--- src/rtl/dmem_stall_ctrl_if.sv ---
// Signal bundle between the EX/MEM boundary, the data memory and dmem_stall_ctrl.
interface dmem_stall_ctrl_if;
    localparam int unsigned DATA_W = 16;
    localparam int unsigned ADDR_W = 16;

    // Pipeline side: request from the EX/MEM boundary
    logic              memEn;
    logic              memWrt;
    logic [ADDR_W-1:0] addr;
    logic [DATA_W-1:0] wrData;
    logic              hazStall;
    logic              halt;

    // Memory side: completion from the data memory
    logic              memDone;
    logic [DATA_W-1:0] memRdData;
    logic              memErr;

    // Controller outputs toward the memory
    logic              memReq;
    logic              memReqWr;
    logic [ADDR_W-1:0] memAddr;
    logic [DATA_W-1:0] memWrData;
    logic              memDump;

    // Controller outputs toward the pipeline
    logic              memStall;
    logic [DATA_W-1:0] rdData;
    logic              rdValid;
    logic              err;

    // Controller view
    modport master (
        input  memEn, memWrt, addr, wrData, hazStall, halt,
        input  memDone, memRdData, memErr,
        output memReq, memReqWr, memAddr, memWrData, memDump,
        output memStall, rdData, rdValid, err
    );

    // Environment view (pipeline + memory)
    modport slave (
        output memEn, memWrt, addr, wrData, hazStall, halt,
        output memDone, memRdData, memErr,
        input  memReq, memReqWr, memAddr, memWrData, memDump,
        input  memStall, rdData, rdValid, err
    );
endinterface

--- src/rtl/dmem_stall_ctrl.sv ---
// Multi-cycle data-memory controller: issues one access per instruction, stalls
// the pipeline until the memory answers or times out, and forwards halt dumps.
module dmem_stall_ctrl #(
    parameter int unsigned TIMEOUT = 15,
    parameter int unsigned CNT_W   = 4
) (
    input  logic              clk,
    input  logic              rst,
    dmem_stall_ctrl_if.master bus
);
    localparam int unsigned DATA_W = 16;
    localparam int unsigned ADDR_W = 16;
    // Counter value seen in the last BUSY cycle allowed before giving up
    localparam logic [CNT_W-1:0] CNT_LAST = CNT_W'(TIMEOUT - 1);

    typedef enum logic [1:0] {
        S_IDLE = 2'd0,
        S_BUSY = 2'd1,
        S_DONE = 2'd2
    } state_t;

    state_t            r_state;
    state_t            w_next;
    logic [CNT_W-1:0]  r_cnt;

    logic              r_memReq;
    logic              r_memReqWr;
    logic [ADDR_W-1:0] r_memAddr;
    logic [DATA_W-1:0] r_memWrData;
    logic [DATA_W-1:0] r_rdData;
    logic              r_rdValid;
    logic              r_err;
    logic              r_halt_served;

    logic              w_start;
    logic              w_unaligned;
    logic              w_timeout;
    logic              w_issue;
    logic              w_unal_err;
    logic              w_complete;
    logic              w_expire;
    logic              w_stall;
    logic              w_dump;

    assign w_start     = (r_state == S_IDLE) & bus.memEn & ~bus.hazStall;
    assign w_unaligned = bus.addr[0];
    assign w_timeout   = (r_cnt == CNT_LAST);

    // State register
    always_ff @(posedge clk or posedge rst) begin
        if (rst) begin
            r_state <= S_IDLE;
        end else begin
            r_state <= w_next;
        end
    end

    // Next-state logic
    always_comb begin
        w_next = r_state;
        case (r_state)
            S_IDLE: begin
                if (w_start) begin
                    w_next = w_unaligned ? S_DONE : S_BUSY;
                end
            end
            S_BUSY: begin
                if (bus.memDone || w_timeout) begin
                    w_next = S_DONE;
                end
            end
            S_DONE: begin
                // Instruction advances this cycle; never re-issue on a held memEn
                w_next = S_IDLE;
            end
            default: begin
                w_next = S_IDLE;
            end
        endcase
    end

    // Per-state control strobes; memDone outside BUSY is ignored by construction
    always_comb begin
        w_issue    = 1'b0;
        w_unal_err = 1'b0;
        w_complete = 1'b0;
        w_expire   = 1'b0;
        w_stall    = 1'b0;
        w_dump     = 1'b0;
        case (r_state)
            S_IDLE: begin
                w_issue    = w_start & ~w_unaligned;
                w_unal_err = w_start &  w_unaligned;
                w_stall    = w_start;
                w_dump     = bus.halt & ~w_start & ~r_halt_served;
            end
            S_BUSY: begin
                w_stall    = 1'b1;
                w_complete = bus.memDone;
                // memDone wins over a coincident timeout
                w_expire   = ~bus.memDone & w_timeout;
            end
            default: begin
            end
        endcase
        if (rst) begin
            w_stall = 1'b0;
            w_dump  = 1'b0;
        end
    end

    // BUSY-cycle counter, cleared when a request is launched
    always_ff @(posedge clk or posedge rst) begin
        if (rst) begin
            r_cnt <= '0;
        end else if (w_issue) begin
            r_cnt <= '0;
        end else if (r_state == S_BUSY) begin
            r_cnt <= r_cnt + CNT_W'(1);
        end
    end

    // Request pulse and latched request fields, held stable through DONE
    always_ff @(posedge clk or posedge rst) begin
        if (rst) begin
            r_memReq    <= 1'b0;
            r_memReqWr  <= 1'b0;
            r_memAddr   <= '0;
            r_memWrData <= '0;
        end else begin
            r_memReq <= w_issue;
            if (w_issue) begin
                r_memReqWr  <= bus.memWrt;
                r_memAddr   <= bus.addr;
                r_memWrData <= bus.wrData;
            end
        end
    end

    // Result registers: valid only in the DONE cycle
    always_ff @(posedge clk or posedge rst) begin
        if (rst) begin
            r_rdData  <= '0;
            r_rdValid <= 1'b0;
            r_err     <= 1'b0;
        end else begin
            r_rdValid <= w_complete & ~r_memReqWr & ~bus.memErr;
            r_err     <= w_unal_err | w_expire | (w_complete & bus.memErr);
            if (w_complete && !r_memReqWr) begin
                r_rdData <= bus.memRdData;
            end
        end
    end

    // One dump per halt assertion: remember that this assertion was served
    always_ff @(posedge clk or posedge rst) begin
        if (rst) begin
            r_halt_served <= 1'b0;
        end else if (!bus.halt) begin
            r_halt_served <= 1'b0;
        end else if (w_dump) begin
            r_halt_served <= 1'b1;
        end
    end

    assign bus.memReq    = r_memReq;
    assign bus.memReqWr  = r_memReqWr;
    assign bus.memAddr   = r_memAddr;
    assign bus.memWrData = r_memWrData;
    assign bus.memDump   = w_dump;
    assign bus.memStall  = w_stall;
    assign bus.rdData    = r_rdData;
    assign bus.rdValid   = r_rdValid;
    assign bus.err       = r_err;

endmodule

--- src/flat_wrapper.sv ---
// flat-port wrapper written by rule: the top's interface ports become plain ports
module dmem_stall_ctrl_flat 
#(
    parameter int unsigned TIMEOUT = 15,
    parameter int unsigned CNT_W   = 4
)
  (clk, rst, bus_memEn, bus_memWrt, bus_addr, bus_wrData, bus_hazStall, bus_halt, bus_memDone, bus_memRdData, bus_memErr, bus_memReq, bus_memReqWr, bus_memAddr, bus_memWrData, bus_memDump, bus_memStall, bus_rdData, bus_rdValid, bus_err);
  dmem_stall_ctrl_if bus_i ();
  input  logic clk;
  input  logic rst;
  input wire logic [$bits(bus_i.memEn)-1:0] bus_memEn;
  input wire logic [$bits(bus_i.memWrt)-1:0] bus_memWrt;
  input wire logic [$bits(bus_i.addr)-1:0] bus_addr;
  input wire logic [$bits(bus_i.wrData)-1:0] bus_wrData;
  input wire logic [$bits(bus_i.hazStall)-1:0] bus_hazStall;
  input wire logic [$bits(bus_i.halt)-1:0] bus_halt;
  input wire logic [$bits(bus_i.memDone)-1:0] bus_memDone;
  input wire logic [$bits(bus_i.memRdData)-1:0] bus_memRdData;
  input wire logic [$bits(bus_i.memErr)-1:0] bus_memErr;
  output wire logic [$bits(bus_i.memReq)-1:0] bus_memReq;
  output wire logic [$bits(bus_i.memReqWr)-1:0] bus_memReqWr;
  output wire logic [$bits(bus_i.memAddr)-1:0] bus_memAddr;
  output wire logic [$bits(bus_i.memWrData)-1:0] bus_memWrData;
  output wire logic [$bits(bus_i.memDump)-1:0] bus_memDump;
  output wire logic [$bits(bus_i.memStall)-1:0] bus_memStall;
  output wire logic [$bits(bus_i.rdData)-1:0] bus_rdData;
  output wire logic [$bits(bus_i.rdValid)-1:0] bus_rdValid;
  output wire logic [$bits(bus_i.err)-1:0] bus_err;
  assign bus_i.memEn = bus_memEn;
  assign bus_i.memWrt = bus_memWrt;
  assign bus_i.addr = bus_addr;
  assign bus_i.wrData = bus_wrData;
  assign bus_i.hazStall = bus_hazStall;
  assign bus_i.halt = bus_halt;
  assign bus_i.memDone = bus_memDone;
  assign bus_i.memRdData = bus_memRdData;
  assign bus_i.memErr = bus_memErr;
  assign bus_memReq = bus_i.memReq;
  assign bus_memReqWr = bus_i.memReqWr;
  assign bus_memAddr = bus_i.memAddr;
  assign bus_memWrData = bus_i.memWrData;
  assign bus_memDump = bus_i.memDump;
  assign bus_memStall = bus_i.memStall;
  assign bus_rdData = bus_i.rdData;
  assign bus_rdValid = bus_i.rdValid;
  assign bus_err = bus_i.err;
  dmem_stall_ctrl #(.TIMEOUT(TIMEOUT), .CNT_W(CNT_W)) u_core (.clk(clk), .rst(rst), .bus(bus_i));
endmodule
--- config.mk ---
export PLATFORM = sky130hd
export DESIGN_NAME = dmem_stall_ctrl_flat
export DESIGN_NICKNAME = d
export VERILOG_FILES = /design/src/rtl/dmem_stall_ctrl_if.sv /design/src/rtl/dmem_stall_ctrl.sv /design/src/flat_wrapper.sv
export SDC_FILE = /design/constraint.sdc
export NUM_CORES = 1
export LEC_CHECK = 0
export BUFFER_PORTS_ARGS = -buffer_cell sky130_fd_sc_hd__buf_4
export CORE_MARGIN = 1.5
export CORE_UTILIZATION = 37
export DETAILED_ROUTE_END_ITERATION = 7
export PLACE_DENSITY = 0.66
export SYNTH_ARGS = -nofsm -noshare
export SYNTH_HDL_FRONTEND = slang
export SYNTH_SLANG_ARGS = --single-unit
--- constraint.sdc ---
create_clock -name clk -period 2.4 [get_ports clk]
set_clock_uncertainty 0.15 [all_clocks]
set_input_delay 0.24 -clock clk [delete_from_list [all_inputs] [get_ports clk]]
set_output_delay 0.24 -clock clk [all_outputs]
set_load 0.01 [all_outputs]
==> Word-level counts from Yosys, hierarchy flattened <==
Cells that the tools add are included.
{ "classes": {"n_addsub": 1, "mul": 0, "n_div": 0, "magnitude_cmp": 0, "eq_ne": 5, "n_shift": 0, "mux": 16, "n_bitwise": 19, "reduce_logical": 6} }
{ "ops": {"columns": ["operator", "count"], "rows": [
  ["bitwise AND 1 bit", 10],
  ["2-to-1 mux 1 bit", 9],
  ["2-to-1 mux 4 bit", 2],
  ["inverter 1 bit", 7],
  ["2-to-1 mux 2 bit", 3],
  ["!= test 2 x 1 -> 1 bit, second input constant", 3],
  ["adder 4 x 1 -> 4 bit, second input constant", 1],
  ["equality test 4 bit, second input constant", 1],
  ["one-hot mux 2 bit (2 select lines)", 1],
  ["equality test 2 x 1 -> 1 bit, second input constant", 1],
  ["logical NOT 2 bit", 1],
  ["bitwise OR 1 bit", 2],
  ["one-hot mux 1 bit (2 select lines)", 1],
  ["AND reduction 2 bit", 1],
  ["nonzero test 2 bit", 1],
  ["logical AND 1 bit", 1],
  ["logical NOT 1 bit", 1],
  ["logical OR 1 bit", 1]
]} }
{ "word_totals": {"ff_bits": 59, "latch_bits": 0, "mem_bits_rw": 0, "romBits": 0, "input_bits": 56, "word_cells": 57, "memories": 0} }

==> Depth between registers and ports, before layout <==
Gate-level depths: netlist of run 1.
{ "depth": {"ltp_word": 10, "depth_mapped": 5, "mapped_depth_nobuf": 5} }

==> Worst setup path before layout of run 1 <==
No wires, ideal clock.
{ "synth_path": {"path_kind": "in2out", "start": "in rst", "end": "out bus_memDump", "t_arrival_ns": 2.075, "required_ns": 2.010, "path_slack_ns": -0.065, "cell_stages": 3, "path_buffers": 0, "cell_sequence": "inv_1 nand3_1 nor3b_1"} }
{ "synth_via": {"elab_chain_cells": 1} }
{ "synth_lines": {"columns": ["element", "line_no", "text"], "rows": [
  ["start, declared", "flat_wrapper.sv:10", "input logic rst;"],
  ["2-to-1 mux 1 bit", "dmem_stall_ctrl.sv:106", "if (rst) begin"],
  ["end, declared", "flat_wrapper.sv:24", "output wire logic [$bits(bus_i.memDump)-1:0] bus_memDump;"]
]} }
Every way passes these cells.

==> Worst setup path in the final report of run 1 <==
{ "layout_path": {"start": "reg u_core.r_state[1]", "end": "reg u_core.r_rdData[11] (netlist: u_core.bus.rdData[11])"} }
{ "layout_via": {"elab_chain_cells": 3} }
{ "layout_lines": {"columns": ["element", "line_no", "text"], "rows": [
  ["start, declared", "dmem_stall_ctrl.sv:22", "state_t r_state;"],
  ["start signal, assigned", "dmem_stall_ctrl.sv:54", "r_state <= w_next;"],
  ["equality test 2 x 1 -> 1 bit", "dmem_stall_ctrl.sv:90", "case (r_state)"],
  ["2-to-1 mux 1 bit", "dmem_stall_ctrl.sv:90", null],
  ["logical AND 1 bit", "dmem_stall_ctrl.sv:149", "if (w_complete && !r_memReqWr) begin"],
  ["end signal, assigned", "dmem_stall_ctrl.sv:150", "r_rdData <= bus.memRdData;"],
  ["end, declared", "dmem_stall_ctrl.sv:30", "logic [DATA_W-1:0] r_rdData;"]
]} }
Every way passes these cells.
A chain may end at the register's enable or synchronous reset.

==> metrics.md, run 1 <==
| Metric | Value |
|---|---|
| Status | finished clean |
| Final setup violation count | 0 |
| Leak | 1.88 nW |
| Via count | roughly 1800 |
| CP Data Arrival Time | about 1900 ps |
| Post-placement cell count | 331 |
| Vias in the first global route | approximately 1900 |
| Largest net degree at the start of global routing | 60 |
| TNS Setup | 0 ps |
| Initial Utilization | 0.387 |
| Critical Path Start | u_core.r_state[1] |
| Max clock buf depth | 2 |
| GRT Resource Usage Total | 0.168 |
| WP depth | 4 |
| Fill cells | 460 |
| Rel. slew slack | 0.507 |
| CTS Hold Bufs | 49 |
| Layout Nets | between 300 and 400 |
| Die W | 81.9 um |
| Critical Path, Cell by Cell | nand2b_1 > nor3b_4 > buf_4 > mux2_2 |
| Num CTS Buffers | 9 |
| CP required | ~2500 ps |
| Flop-to-flop setup slack | slightly above 500 ps |
| Routed Antenna Nets | 0 |
| # DRC | 0 |
| Via/cell ratio | ~4.6 |
| WHS | 18.6 ps |
| Seq/Total Area, Yosys | 0.641 |
| Syn_area_per_cell | roughly 15 um2 |
| Slew Viols, Final | 0 |
| Core ar. | ~6000 um2 |
| Power Density | approximately 1000 nW/um2 |
| Critical Path End Type | flop |
| Final setup margin | 517 ps |
| Syn Inst Count | roughly 150 |
| Fin. Hold Viols | 0 |
| Die Area | 6710 um2 |
| Buf+Inv Stages, Crit Path | 1 |
| N_diodes | 0 |
| Share of post-route cells with drive strength above 1 | 0.561 |
| Pre-antenna DRT Iters | 4 |
| Post-Syn Area | around 2300 um2 |
| Grt total ovfl | 0 |
| Post-CTS setup buffers | 0 |
| WS Path Type | flop to flop |
| Syn nets | a little over 200 |
| Crit-path leading delay family | simple AND/OR/NAND/NOR gates |
| Min Tclk post-route | roughly 1900 ps |
| # rows | 28 |
| Clk root buf | clkbuf_8 |
| Routed wire length | 5.42 mm |
| VDD IR max | between 0.0005 and 0.0006 V |
| Clk slew on worst S/H paths | approximately 60 ps |
| Port Buf Inserts | between 100 and 150 |
| 1st-iter DRT viols | between 50 and 60 |
| Seq cells post-synth | approximately 60 |
| Area delta synth->final | 71.5% |
| Die span in y | just over 80 um |
| Fin crit share | 0.784 |
| Fmax | about 0.53 GHz |
| Post-synthesis cell type count | 27 |
| Clk_lat worst skew | about 330 ps |
| PostCTS Resize Cnt | 0 |
| Fin cells | 396 |
| Crit path to | u_core.bus.rdData[11] |
| Initial antenna violation count | 0 |
| GPL Wtd Cong | a little under 0.8 |
| Crit-path max FO | 17 |
| Total power | ~0.0039 W |
| CTS tree | done |
| Reg-to-reg endpoint | u_core.bus.rdData[11] |
| RSZ-0062 raised after global routing | false |
| CP max stage delay | roughly 460 ps |
| I/O pin count | 110 |
| Worst-case reg-to-reg path depth | 4 |
| Wire length per cell | ~14 um |
| First-pass GRT wire length | 8.36 mm |
| H-tree Lvls | 3 |
| Dpl hpwl | ~3.4 mm |
| Worst Tran Pin Value | between 700 and 800 ps |
| CTS sink cnt | 59 |
| YS warnings | 0 |
| Reg2reg start | u_core.r_state[1] |
| Worst hold-check path type | primary input to asynchronous set/reset pin |
| Pre-CTS setup slack | around 520 ps |
| Worst setup SP type | flop |
| CP max stage cell | dfrtp_1 |
| # Max-Cap Violations | 0 |
## logic make-up (layout without fill, tap and decap cells)
kind of cell / Yosys count / count (layout) / synth area share
xor+xnor: 2 / 2 / 0.00760
buf+inv: 10 / 182 / 0.0233
fa+ha+maj: 2 / 2 / 0.0109
simple gates: 20 / 20 / 0.0603
compound gates: 7 / 7 / 0.0185
mux: 49 / 49 / 0.239
flops: 59 / 59 / 0.641
## cell usage after synthesis
cell type   n  share of area
xnor2_1     1         0.0038
nor2b_1     3         0.0081
o21ai_0     2         0.0043
a211oi_1    2         0.0065
or3_1       1         0.0027
mux2_2     48           0.23
a21oi_1     2         0.0043
nand4b_1    1         0.0038
buf_6       1         0.0049
or2_2       1         0.0027
nor3_1      1         0.0022
and3_1      1         0.0027
nor2_1      3         0.0049
dfrtp_1    59           0.64
buf_2       4         0.0087
mux2i_1     1         0.0043
nand3b_1    1         0.0033
nand3_1     2         0.0043
ha_1        2          0.011
nand2b_1    2         0.0054
xor2_1      1         0.0038
buf_4       1         0.0033
inv_1       4         0.0065
a21boi_0    1         0.0033
nor3b_1     2         0.0065
nor3b_4     1         0.0081
nor4_2      1         0.0054
## through the flow
step | cell area [um2] | util
finish | 3950 | 0.664
detailed placement | 3220 | 0.541
floorplan | 2310 | -
CTS | 3950 | 0.664
global placement | 3220 | 0.541
global route | 3950 | 0.664
## area by class of cell
type	instances	area, um2	area share
clock buffers	11	141	0.0358
well taps	75	93.8	0.0237
multi-input cells	80	783	0.198
inverters	4	18.8	0.00475
repair buffers	162	1340	0.339
flip-flops and latches	59	1480	0.374
clock inverters	5	100	0.0253
## how the worst min path moves through the flow
stage	startpoint	end	slack [ps]	cells after the start
floorplan	bus_memErr	u_core.bus.rdValid	160	1
global placement	bus_memErr	u_core.bus.rdValid	260	2
detailed placement	bus_memErr	u_core.bus.rdValid	260	2
CTS	bus_halt	u_core.r_halt_served	10	2
global route	bus_halt	u_core.r_halt_served	10	2
finish	rst	u_core.bus.memReqWr	20	3
## registers in the layout (all words and copies together) (netlist names)
signal and flops:
u_core.bus.err 1, u_core.bus.memAddr 16, u_core.bus.memReq 1, u_core.bus.memReqWr 1, u_core.bus.memWrData 16, u_core.bus.rdData 16, u_core.bus.rdValid 1, u_core.r_cnt 4
u_core.r_halt_served 1, u_core.r_state 2
## layer usage
layer,up-vias,GRT usage,part of all wire
met3,7,0.0567,0.098
met1,860,0.206,0.42
met4,0,0.0814,0.014
li1,858,-,-
met2,82,0.265,0.46
met5,-,0,0
## worst reg2reg max path: cells and delay by family (launching register included)
family / cells / cell delay [ps]
and+or+nand+nor: 2 / 530
DFF: 1 / 460
muxes: 1 / 370
buffers and inverters: 1 / 260
## power by group
| part | total, W | internal (W) | leakage [nW] | switching [W] |
|---|---|---|---|---|
| combinational | 0.00124 | 0.000773 | 1.03 | 0.000470 |
| sequential | 0.00154 | 0.00134 | 0.720 | 0.000200 |
| clock | 0.00109 | 0.000715 | 0.123 | 0.000377 |
## placed cells by master (no fill, tap or decap), drive strengths merged
cell and count:
clkbuf 11, clkinv 2, a211oi 2, nand3b 1, bufinv 3, nor2b 3
or3 1, nor3 1, a21boi 1, ha 2, or2 1, xnor2 1
nand4b 1, clkinvlp 1, inv 3, and3 1, dfrtp 59, xor2 1
mux2 48, nor4 1, buf 113, dlygate4sd3 49, nand2b 2, nand3 2
mux2i 1, a21oi 2, nor2 3, o21ai 2, nor3b 3
Power figures use the tool's default switching activity.
==> run 2, diff against run 1 <==
--- a/config.mk
+++ b/config.mk
@@ -9,7 +9,7 @@
 export CORE_MARGIN = 1.5
 export CORE_UTILIZATION = 37
 export DETAILED_ROUTE_END_ITERATION = 7
-export PLACE_DENSITY = 0.66
+export PLACE_DENSITY = 0.69
 export SYNTH_ARGS = -nofsm -noshare
 export SYNTH_HDL_FRONTEND = slang
 export SYNTH_SLANG_ARGS = --single-unit
==> constraint.sdc (replaced) <==
create_clock -name clk -period 1.7 [get_ports clk]
set_clock_uncertainty 0.15 [all_clocks]
set_input_delay 0.17 -clock clk [delete_from_list [all_inputs] [get_ports clk]]
set_output_delay 0.17 -clock clk [all_outputs]
set_load 0.01 [all_outputs]
==> run 2 against run 1 <==
Against the previous run: the run now ends with negative setup slack left; critical path depth stayed put; final cell count grew 2.8%; die area is the same; sequential cell count unchanged; worst setup slack got worse by 560 ps; sequential share of layout area is 2.4 points lower; maximum frequency grew 7.8%; clock power is 17% higher; power rose by 40%; combinational power up 58%; largest cell class is now non-clock buffers; largest power group unchanged.
==> metrics.md, run 2 (synthesis results as in run 1) <==
| Metric | Value |
|---|---|
| Sw Pwr | 0.00152 W (was 0.00105 W) |
| Comb power frac | 0.360 (was 0.321) |
| # Max-Cap Violations | 0 (unchanged) |
| CP required | 1750 ps (was 2460 ps) |
| Share of post-route cells with drive strength above 1 | 0.590 (was 0.561) |
| Die W | 81.9 um (unchanged) |
| Clk_lat worst skew | 320 ps (was 330 ps) |
| N_diodes | 0 (unchanged) |
| 1st-iter DRT viols | 59 (was 52) |
| Final setup violation count | 10 (was 0) |
| Worst Tran Pin Value | 742 ps (was 740 ps) |
| P_int | 0.00393 W (was 0.00283 W) |
| Leak | 2.03 nW (was 1.88 nW) |
| Worst setup SP type | flop (unchanged) |
| CTS sink cnt | 59 (unchanged) |
| Initial antenna violation count | 0 (unchanged) |
| Slew Viols, Final | 0 (unchanged) |
| Clk slew on worst S/H paths | 60 ps (about the same) |
| Fin crit share | 1.03 (was 0.784) |
| Area delta synth->final | 83.6% (was 71.5%) |
| Core ar. | 5960 um2 (unchanged) |
| VDD IR max | 0.000745 V (was 0.000514 V) |
| Worst hold-check path type | primary input to flop (was primary input to asynchronous set/reset pin) |
| Via/cell ratio | 4.60 (was 4.56) |
| Sw Ratio | 0.278 (was 0.270) |
| # DRC | 0 (unchanged) |
| Min-delay src | bus_hazStall |
| Die span in y | 81.9 um (unchanged) |
| Status | finished with violations (was finished clean) |
| Fin. Hold Viols | 0 (unchanged) |
| Via count | 1872 (was 1807) |
| Max clock buf depth | 2 (unchanged) |
| Die Area | 6710 um2 (unchanged) |
| First-pass GRT wire length | 8.91 mm (was 8.36 mm) |
| Vias in the first global route | 1999 (was 1856) |
| Commonest non-fill, non-tap cell in the layout | buf_4 (unchanged) |
| Fmax | 0.573 GHz (was 0.531 GHz) |
| Final instance area | 4230 um2 (was 3950 um2) |
| Num CTS Buffers | 9 (unchanged) |
| Pre-antenna DRT Iters | 3 (was 4) |
| GPL Wtd Cong | 0.724 (was 0.774) |
| Final setup margin | -45.7 ps (was 517 ps) |
| FF+latch area | 1480 um2 (about the same) |
| Fin cells | 407 (was 396) |
| Dpl hpwl | 3.56 mm (was 3.45 mm) |
| Reg2reg start | u_core.r_state[0] (was u_core.r_state[1]) |
| TNS Setup | -215 ps (was 0 ps) |
| Fill cells | 422 (was 460) |
| Rel. slew slack | 0.505 (was 0.507) |
| I/O pin count | 110 (unchanged) |
| Layout Utilization | 0.711 (was 0.664) |
| CP Data Arrival Time | 1800 ps (was 1940 ps) |
| Post-placement cell count | 332 (was 331) |
| Failing checks | negative setup slack |
| Clk root buf | clkbuf_8 (unchanged) |
| Wire length per cell | 15.5 um (was 13.7 um) |
| Crit-path max FO | 10 (was 17) |
| Routed wire length | 6.31 mm (was 5.42 mm) |
| Placed cell areas | 3260 um2 (was 3220 um2) |
| Initial Utilization | 0.387 (unchanged) |
| Layout Nets | 387 (was 374) |
| Port Buf Inserts | 109 (unchanged) |
| Routed Antenna Nets | 0 (unchanged) |
| H-tree Lvls | 3 (unchanged) |
| Power Density | 1290 nW/um2 (was 982 nW/um2) |
| Total power | 0.00544 W (was 0.00388 W) |
| WS Path Type | flop to flop (unchanged) |
| Clk network pwr share | 0.234 (was 0.281) |
| Sequential Power Share | 0.406 (was 0.398) |
| Most frequent cells in the layout | 116 x buf_4, 57 x dfrtp_1, 51 x dlygate4sd3_1 (was 113 x buf_4, 59 x dfrtp_1, 49 x dlygate4sd3_1) |
| GRT Resource Usage Total | 0.180 (was 0.168) |
| Critical Path End Type | flop (unchanged) |
| Critical Path Start | u_core.r_state[0] (was u_core.r_state[1]) |
| CTS tree | done (unchanged) |
| # rows | 28 (unchanged) |
| RSZ-0062 raised after global routing | true (was false) |
| Largest net degree at the start of global routing | 60 (unchanged) |
| Grt total ovfl | 0 (unchanged) |
| Min Tclk post-route | 1750 ps (was 1880 ps) |
| Area occupied by multi-input gates | 887 um2 (was 783 um2) |
## run 2: critical path, cell delays in order, from the launching register on
cell       delay, ps
dfrtp_2          460
nor4_4           270
buf_6            210
clkbuf_16        190
mux2_2           340
## run 2: layout make-up
class | instances | share of cell area
sequential | 59 | 0.349
inverter | 4 | 0.00444
clock buffer | 12 | 0.0390
timing repair buffer | 175 | 0.367
multi-input combinational | 80 | 0.210
clock inverter | 2 | 0.00828
tap | 75 | 0.0222
## run 2: repair_timing
item                                    in CTS  in global routing
endpoints found under the hold margin      109                  0
hold buffers                                51                  0
endpoints found under the setup margin       1                 34
resized for setup                            3                 29
pin swaps                                    0                  3
gates cloned                                 0                  5
buffers inserted                             0                  5
## run 2: worst paths after layout
check,endpoint,slack [ps],cells past startpoint
hold reg to reg,u_core.bus.memAddr[10],360,1
setup / recovery,u_core.bus.memWrData[15],-50,4
hold / removal,u_core.r_state[1],60,3
setup reg to reg,u_core.bus.memWrData[15],-50,4
max in group asynchronous,u_core.r_state[1],320,4
min in group asynchronous,u_core.bus.rdData[10],540,4
## run 2: power by group through the flow
stage	clock [W]	combinational [W]	sequential (W)
6_report	0.00128	0.00196	0.00221
4_1_cts	0.00131	0.00181	0.00220
5_1_grt	0.00138	0.00212	0.00228
3_5_place_dp	0	0.00171	0.00221
2_1_floorplan	0	0.000560	0.00239
3_3_place_gp	0	0.00167	0.00220
## run 2: through the flow
step           worst slack, ps  hold slack [ps]
3_3_place_gp              66.6              191
6_report                 -45.7             59.7
3_5_place_dp              32.7              196
5_1_grt                  -92.6             53.1
2_1_floorplan             -102             85.6
4_1_cts                   7.70             38.1
## run 2: metal layers
metal	global-route usage	wire, um	up-vias
li1	-	-	880
met1	0.211	2640	918
met2	0.298	3210	69
met3	0.0633	409	5
met4	0.0763	51	0
met5	0	0	-
==> run 3, diff against run 2 <==
--- a/config.mk
+++ b/config.mk
@@ -9,7 +9,7 @@
 export CORE_MARGIN = 1.5
 export CORE_UTILIZATION = 37
 export DETAILED_ROUTE_END_ITERATION = 7
-export PLACE_DENSITY = 0.69
+export PLACE_DENSITY = 0.66
 export SYNTH_ARGS = -nofsm -noshare
 export SYNTH_HDL_FRONTEND = slang
 export SYNTH_SLANG_ARGS = --single-unit
==> constraint.sdc (replaced) <==
create_clock -name clk -period 2 [get_ports clk]
set_clock_uncertainty 0.15 [all_clocks]
set_input_delay 0.2 -clock clk [delete_from_list [all_inputs] [get_ports clk]]
set_output_delay 0.2 -clock clk [all_outputs]
set_load 0.01 [all_outputs]
==> run 3 against run 2 <==
Against the previous run: the run ends with negative hold slack left; die area stayed put; worst setup slack better by 240 ps; final cell count is 2.5% lower; core utilization fell by 5.3 points; register-to-register slack improved by 330 ps; clock-buffer cell count did not move; routed wire length shrank 12%; critical endpoint is now bus_memDump; highest routed layer unchanged.
==> metrics.md, run 3 (synthesis results as in run 1) <==
| Metric | Value |
|---|---|
| Status | finished with violations (unchanged) |
| Failing checks | negative hold slack (was negative setup slack) |
| Crit-path leading delay family | simple AND/OR/NAND/NOR gates (was flip-flops) |
| Num CTS Buffers | 9 (unchanged) |
| Rel. slew slack | 0.510 (was 0.505) |
| Reg-to-reg endpoint | u_core.bus.rdData[14] (was u_core.bus.memWrData[15]) |
| # DRC | 0 (unchanged) |
| Most frequent cells in the layout | 112 x buf_4, 59 x dfrtp_1, 50 x dlygate4sd3_1 (was 116 x buf_4, 57 x dfrtp_1, 51 x dlygate4sd3_1) |
| DR WL met3 | 520 um (was 409 um) |
| GPL Wtd Cong | 0.762 (was 0.724) |
| Leak | 1.85 nW (was 2.03 nW) |
| FF+latch area | 1480 um2 (about the same) |
| Worst setup SP type | flop (unchanged) |
| CTS sink cnt | 59 (unchanged) |
| Clk slew on worst S/H paths | 60 ps (about the same) |
| Clk root buf | clkbuf_8 (unchanged) |
| TNS Setup | 0 ps (was -215 ps) |
| Critical Path, Cell by Cell | nor2_1 > nand3_1 > nor3b_1 > buf_4 (was nor4_4 > buf_6 > clkbuf_16 > mux2_2) |
| Grt total ovfl | 0 (unchanged) |
| Wire length per cell | 14.0 um (was 15.5 um) |
| Power Density | 1090 nW/um2 (was 1290 nW/um2) |
| GRT Resource Usage Total | 0.173 (was 0.180) |
| Largest net degree at the start of global routing | 60 (unchanged) |
| Fin crit share | 0.903 |
| CTS Hold Bufs | 50 (was 51) |
| Worst Tran Pin Value | 735 ps (was 742 ps) |
| Initial antenna violation count | 0 (unchanged) |
| CP max stage delay | 450 ps (was 460 ps) |
| Port Buf Inserts | 109 (unchanged) |
| Layout Nets | 376 (was 387) |
| Commonest non-fill, non-tap cell in the layout | buf_4 (unchanged) |
| Buf+Inv Stages, Crit Path | 1 (was 2) |
| CP max stage cell | dfrtp_1 (was dfrtp_2) |
| Reg2reg start | u_core.r_state[1] (was u_core.r_state[0]) |
| CTS tree | done (unchanged) |
| Min Tclk post-route | approximately 1800 ps |
| Total power | 0.00427 W (was 0.00544 W) |
| WS Path Type | flop to output port (was flop to flop) |
| Fmax | ~0.55 GHz |
| H-tree Lvls | 3 (unchanged) |
| CP required | 1650 ps (was 1750 ps) |
| Final setup margin | 195 ps (was -45.7 ps) |
| Area delta synth->final | 69.8% (was 83.6%) |
| DR WL met2 | 2.70 mm (was 3.21 mm) |
| Clk_lat worst skew | 330 ps (was 320 ps) |
| Core ar. | 5960 um2 (unchanged) |
| VDD IR max | 0.000632 V (was 0.000745 V) |
| N_diodes | 0 (unchanged) |
| # rows | 28 (unchanged) |
| Layout Utilization | 0.657 (was 0.711) |
| Initial Utilization | 0.387 (unchanged) |
| Fin. Hold Viols | 30 (was 0) |
| WHS | -24.8 ps (was 59.7 ps) |
| Share of post-route cells with drive strength above 1 | 0.556 (was 0.590) |
| Via count | 1821 (was 1872) |
| Die Area | 6710 um2 (unchanged) |
| Critical Path End Type | output port (was flop) |
| Routed wire length | 5.55 mm (was 6.31 mm) |
| I/O pin count | 110 (unchanged) |
| Pre-antenna DRT Iters | 4 (was 3) |
| Die span in y | 81.9 um (unchanged) |
| PostCTS Resize Cnt | 0 (was 3) |
| Worst hold-check path type | primary input to asynchronous set/reset pin (was primary input to flop) |
| Flop-to-flop setup slack | 280 ps (was -50 ps) |
| # Max-Cap Violations | 0 (unchanged) |
| Pre-CTS setup slack | 287 ps (was 32.7 ps) |
| Routed Antenna Nets | 0 (unchanged) |
| Final setup violation count | 0 (was 10) |
| Vias in the first global route | 1860 (was 1999) |
| Slew Viols, Final | 0 (unchanged) |
| Fill cells | 463 (was 422) |
| Die W | 81.9 um (unchanged) |
| Dpl hpwl | 3.53 mm (was 3.56 mm) |
| CP Data Arrival Time | 1460 ps (was 1800 ps) |
| 1st-iter DRT viols | 43 (was 59) |
| Crit-path max FO | 6 (was 10) |
| WL met1 | 2.24 mm (was 2.64 mm) |
| First-pass GRT wire length | 8.50 mm (was 8.91 mm) |
| Area occupied by multi-input gates | 783 um2 (was 887 um2) |
| Post-CTS setup buffers | 0 (unchanged) |
| Max clock buf depth | 2 (unchanged) |
| Worst-case reg-to-reg path depth | 4 (unchanged) |
| Top sig layer | met4 (unchanged) |
| Via/cell ratio | 4.59 (was 4.60) |
| RSZ-0062 raised after global routing | false (was true) |
## run 3: changes by cell type in the layout (fill, tap and decap cells not counted), sizes merged
cell,before,now
clkbuf,16,12
clkinv,1,3
buf,120,114
bufinv,1,0
dlygate4sd3,51,50
## run 3: routing by layer
layer  vias up  track usage
li1        859            -
met1       868        0.191
met2        85        0.291
met3         9       0.0700
met4         0       0.0814
met5         -            0
## run 3: worst max path at each step
stage,startpoint,to,slack (ps),depth (start not counted)
floorplan,u_core.r_state[1],u_core.bus.rdData[0],150,5
global placement,u_core.r_state[1],u_core.bus.rdData[1],310,4
detailed placement,u_core.r_state[1],u_core.bus.rdData[14],290,4
CTS,u_core.r_state[0],bus_memDump,150,4
global route,u_core.r_state[0],bus_memDump,4,4
finish,u_core.r_state[0],bus_memDump,190,4
## run 3: through the flow
| stage | instance area [um2] | cells |
|---|---|---|
| finish | 3910 | 397 |
| global route | 3910 | 397 |
| CTS | 3910 | 397 |
| detailed placement | 3250 | 332 |
| global placement | 3250 | 332 |
| floorplan | 2310 | 149 |
## run 3: worst register-to-register path, stage by stage (launching register included)
cell and delay (ps):
dfrtp_1 460, nand2b_1 230, nor3b_4 240, buf_12 180, mux2_2 340
## run 3: final cells by class
type | instances | share of cell area
flip-flops and latches | 59 | 0.377
repair buffers | 164 | 0.353
clock inverters | 3 | 0.00384
multi-input cells | 80 | 0.200
well taps | 75 | 0.0240
inverters | 4 | 0.00480
clock buffers | 12 | 0.0371
## run 3: power breakdown
part / switching (W) / leakage [nW] / internal, W
Clock: 0.000421 / 0.0860 / 0.000470
Combinational: 0.000570 / 1.05 / 0.000937
Sequential: 0.000257 / 0.720 / 0.00161
